File: src/rtl/pc_gen.sv
// pc_gen: fetch-stage program counter. Holds the current fetch address,
// advances it by 4 under the fetch handshake, applies prioritised redirects
// (trap > branch > return > jump > sequential), predicts returns with a
// small circular return-address stack and diverts misaligned targets to
// the trap vector.
//
// Handshake: pc_out is a valid fetch address whenever pc_valid=1. The
// address is consumed on a rising edge where pc_ready=1 (and en=1), and
// pc_out then moves to the next sequential address. Redirects override the
// handshake: they replace pc_out on the next edge regardless of en/pc_ready.
module pc_gen #(
  parameter int                XLEN         = 32,
  parameter logic [XLEN-1:0]   RESET_VECTOR = 32'h0100_0000,
  parameter logic [XLEN-1:0]   TRAP_VECTOR  = 32'h0100_0100,
  parameter int                RAS_DEPTH    = 4
) (
  input  logic            clk,
  input  logic            rst,
  input  logic            en,
  input  logic            pc_ready,
  input  logic            trap_valid,
  input  logic            br_taken,
  input  logic [XLEN-1:0] br_target,
  input  logic            ret_valid,
  input  logic [XLEN-1:0] ret_target,
  input  logic            jal_valid,
  input  logic [XLEN-1:0] jal_target,
  input  logic            jal_link,
  output logic [XLEN-1:0] pc_out,
  output logic            pc_valid,
  output logic            misaligned,
  output logic [XLEN-1:0] bad_addr,
  output logic            ras_empty,
  output logic            ras_full
);

  localparam int PW = $clog2(RAS_DEPTH);
  localparam int CW = PW + 1;

  logic [XLEN-1:0] r_pc;
  logic            r_valid;
  logic            r_mis;
  logic [XLEN-1:0] r_bad;
  logic [XLEN-1:0] r_ras [RAS_DEPTH];
  logic [PW-1:0]   r_top;
  logic [CW-1:0]   r_cnt;

  logic [XLEN-1:0] w_next_pc;
  logic [XLEN-1:0] w_tgt;
  logic [XLEN-1:0] w_seq_pc;
  logic [PW-1:0]   w_top_inc;
  logic            w_chk;
  logic            w_mis;
  logic            w_push;
  logic            w_pop;

  assign w_seq_pc  = r_pc + XLEN'(4);
  assign w_top_inc = r_top + PW'(1);

  // Pick the single winning event; only it may touch the RAS.
  always_comb begin
    w_next_pc = r_pc;
    w_tgt     = '0;
    w_chk     = 1'b0;
    w_push    = 1'b0;
    w_pop     = 1'b0;
    if (r_valid) begin
      if (trap_valid) begin
        w_next_pc = TRAP_VECTOR;
      end else if (br_taken) begin
        w_chk = 1'b1;
        w_tgt = br_target;
      end else if (ret_valid) begin
        w_chk = 1'b1;
        if (r_cnt != '0) begin
          w_tgt = r_ras[r_top];
          w_pop = 1'b1;
        end else begin
          w_tgt = ret_target;
        end
      end else if (jal_valid) begin
        w_chk  = 1'b1;
        w_tgt  = jal_target;
        w_push = jal_link;
      end else if (en && pc_ready) begin
        w_next_pc = w_seq_pc;
      end
    end
    w_mis = w_chk && (w_tgt[1:0] != 2'b00);
    if (w_chk) begin
      w_next_pc = w_mis ? TRAP_VECTOR : w_tgt;
    end
  end

  // PC, valid flag, misalignment capture and RAS pointer/count.
  always_ff @(posedge clk or posedge rst) begin
    if (rst) begin
      r_pc    <= RESET_VECTOR;
      r_valid <= 1'b0;
      r_mis   <= 1'b0;
      r_bad   <= '0;
      r_top   <= '0;
      r_cnt   <= '0;
    end else if (!r_valid) begin
      r_valid <= 1'b1;
    end else begin
      r_pc  <= w_next_pc;
      r_mis <= w_mis;
      if (w_mis) begin
        r_bad <= w_tgt;
      end
      if (w_push) begin
        r_top <= w_top_inc;
        if (r_cnt != CW'(RAS_DEPTH)) begin
          r_cnt <= r_cnt + CW'(1);
        end
      end else if (w_pop) begin
        r_top <= r_top - PW'(1);
        r_cnt <= r_cnt - CW'(1);
      end
    end
  end

  // RAS storage; when full the push lands on the oldest slot (circular).
  always_ff @(posedge clk) begin
    if (w_push) begin
      r_ras[w_top_inc] <= w_seq_pc;
    end
  end

  assign pc_out     = r_pc;
  assign pc_valid   = r_valid;
  assign misaligned = r_mis;
  assign bad_addr   = r_bad;
  assign ras_empty  = (r_cnt == '0);
  assign ras_full   = (r_cnt == CW'(RAS_DEPTH));

endmodule

File: config.mk
export PLATFORM = sky130hd
export DESIGN_NAME = pc_gen
export DESIGN_NICKNAME = d
export VERILOG_FILES = /design/src/rtl/pc_gen.sv
export SDC_FILE = /design/constraint.sdc
export NUM_CORES = 1
export LEC_CHECK = 0
export CAP_MARGIN = 25
export CORE_MARGIN = 4
export CORE_UTILIZATION = 56
export DETAILED_ROUTE_END_ITERATION = 8
export DONT_BUFFER_PORTS = 1
export PLACE_DENSITY_LB_ADDON = 0.1
export SETUP_SLACK_MARGIN = 0.5
export SLEW_MARGIN = 10
export SYNTH_ARGS = -nofsm -noshare
export SYNTH_HDL_FRONTEND = slang
export SYNTH_SLANG_ARGS = --single-unit
File: constraint.sdc
create_clock -name clk -period 5.5 [get_ports clk]
set_input_delay 1.1 -clock clk [delete_from_list [all_inputs] [get_ports clk]]
set_output_delay 1.1 -clock clk [all_outputs]
set_load 0.01 [all_outputs]
==> results.md <==
- DRT Pass-1 Iters: 5
- Area contributors post-synth: edfxtp_1 39%, dfrtp_1 18%, mux4_2 6.9%, mux2_2 2.7%, mux2_1 2.2%
- CTS resizes: 0
- Crit path kind: register to primary output
- Global-route wire length before repair: 39,100 µm
- Top-count cell post-synth: edfxtp_1
- CP required: 4.40 ns
- Min-Delay Endpoint: r_cnt[2]
- Pwr Density: 438 mW/mm²
- CP max-delay cell: or3_4
- IO Count: 173
- Share of cells above drive strength 1: 0.180
- GRT Residual Overflow: 0
- R2R Path Start: r_cnt[0]
- PortBufs: 0
- Number of synthesized register bits: 199
- Final Setup Violations: 0
- Status: completed
- Hold WC Path Type: register to register
- Least-Margin Pin Slew: 1.02 ns
- Worst setup margin: 2.53 ns
- CTS H-Tree Depth: 4
- Seq/Total Area, Yosys: 0.578
- Max Cap Viol: 0
- Final Cycle Share: 0.540
- Core area: 0.0168 mm²
- Die Y: 140 µm
- Most frequent cells after synthesis: 128 x edfxtp_1, 70 x dfrtp_1, 43 x nand2_1
- N_diodes: 0
- CTS Buf Count: 17
- CP Launch Type: register
- Die Area: 0.0196 mm²
- Worst slack, placed: 2.20 ns
- Post-Syn Nets: 835
- R2r setup slk: 2.54 ns
- Post-synth ARST share: 0.357
- EDFF count, synth: 128
- Via count: 6,322
- Hold_buf cts: 0
- Post-CTS Repair Setup Buffers: 0
- R2r worst-path depth: 7
- Routed vias/inst: 6.78
- Slew margin rel.: 0.320
- Synth top area share: 0.395
- Final Hold Viols: 0
- Worst Path Max Fanout: 20
- Worst reg2reg endpoint: pc_out[5]
- Total GRT Usage: 0.263
- Slew Limit Fails: 0
- Top_reg_cell synth: edfxtp_1
- Mapped Area: 0.00973 mm²
- Detail Route Antenna Nets: 0
- Clock tree buffer depth: 2
- Clk sinks: 199
- CP peak stage delay: 0.59 ns
- Fmax achieved: 337 MHz
- Synthesis-to-finish area growth: 7.78%
- Die X: 140 µm
- Worst Path Arrival: 1.87 ns
- DRC viols: 0
- NumNets Final: 811
- Starting Density: 0.579
- Fill cell count: 1,309
- Final core occ: 0.624
- Clock root buffer: clkbuf_16
- RSZ-0062 raised after global routing: no
- Leakage: 3.89 nW
- Post-Syn Instances: 724
- # rows: 47
- Routed WL per cell: 27.6 µm
- Area leader, netlist: edfxtp_1
- Clk_skew: 0.00955 ns
- Worst skew pair latency: 0.43 ns
- Hold slack: 0.559 ns
- Hold Path Depth: 1
- IR drop worst, VDD: 0.242 mV
- Routability Congestion: 0.840
- Yosys warning count: 0
- Critical path cell sequence: or3_4 -> inv_2
- Netlist cell types: 66
- Syn avg cell area: 13.4 µm²
- Register clock-pin slew on the reported worst setup and hold paths: 0.07 ns
- CTS tree: done
- Number of global-route vias before repair: 6,304
- Worst setup EP type: primary output
- Fin crit period: 2.97 ns
- Post-DP HPWL: 17,700 µm
- Pin count of the biggest net entering global routing: 43
- Setup TNS: 0 ns
- Initial DRC count: 534
- Hold wc startpoint: r_cnt[2]
- Overall routed net length: 25,700 µm
- Initial antenna violation count: 0
## flip-flops by register name, summed over array words and instances (netlist names)
signal      count
bad_addr       32
r_cnt           3
r_top           2
pc_out         32
pc_valid        1
r_ras         128
misaligned      1
## cells in the final DEF, fill, tap and decap left out, drive strengths merged, types with 10 or more instances in the layout
cell type    n
edfxtp     128
dfrtp       70
mux2        47
a21oi       44
nand2       43
o21ai       40
mux4        32
nor2        27
and2        20
xnor2       20
clkbuf      20
nand3       17
inv         16
a221o       15
buf         14
a221oi      12
a32oi       11
xor2        11
nor3        11
and3        10
## worst max-delay path, delay by kind of cell, from the launching register on
family,cells,cell delay (ns)
buf+inv,1,0.40
simple gates,1,0.59
flops,1,0.45
## per-stage QoR
stage                     cells  instance area (µm²)  total power [mW]
after floorplan             724                 9730              3.02
after global placement      901                 9860              3.25
after detailed placement    901                 9860              3.30
after CTS                   933                10500              4.60
after global routing        933                10500              4.79
final                       933                10500              4.59
## worst max path at each step
stage          depth (start not counted)  slack, ns      endpoint      start
2_1_floorplan                          6       2.47   r_ras[0][0]  ret_valid
4_1_cts                                2       2.52     ras_empty   r_cnt[0]
5_1_grt                                7       2.37    pc_out[11]   r_cnt[0]
3_5_place_dp                           5       2.20   r_ras[0][4]  jal_valid
6_report                               2       2.53     ras_empty   r_cnt[0]
3_3_place_gp                           5       2.30  r_ras[0][14]  jal_valid
## where the power goes
group / switching [mW] / internal [mW] / total (mW)
clock network: 0.541 / 0.786 / 1.33
logic: 0.561 / 0.554 / 1.12
registers: 0.340 / 1.81 / 2.15
total: 1.44 / 3.15 / 4.59
## cells by family after synthesis
family / synth area share
AND/OR/NAND/NOR: 0.0850
multiplexers: 0.136
XOR/XNOR: 0.0279
flip-flops: 0.578
AO/OA/AOI/OAI: 0.128
buffers and inverters: 0.0361
adder cells (fa/ha/maj): 0.00848
other: 0.000385
## final cells by class
class | count | area, µm² | share of cell area
Clock inverter | 12 | 173 | 0.0165
Clock buffer | 20 | 457 | 0.0435
Timing Repair Buffer | 14 | 130 | 0.0124
Tap cell | 220 | 275 | 0.0262
Multi-Input combinational cell | 453 | 3770 | 0.360
Inverter | 15 | 57.6 | 0.00549
Sequential cell | 199 | 5620 | 0.536
## per-layer routing
metal	up-vias	wire length, µm	global-route usage
met5	-	0	0
met4	0	316	0.0683
met3	27	2020	0.0539
met2	302	12700	0.430
met1	3238	10700	0.363
li1	2755	-	-
No activity file was read; power rests on OpenSTA's default activity.
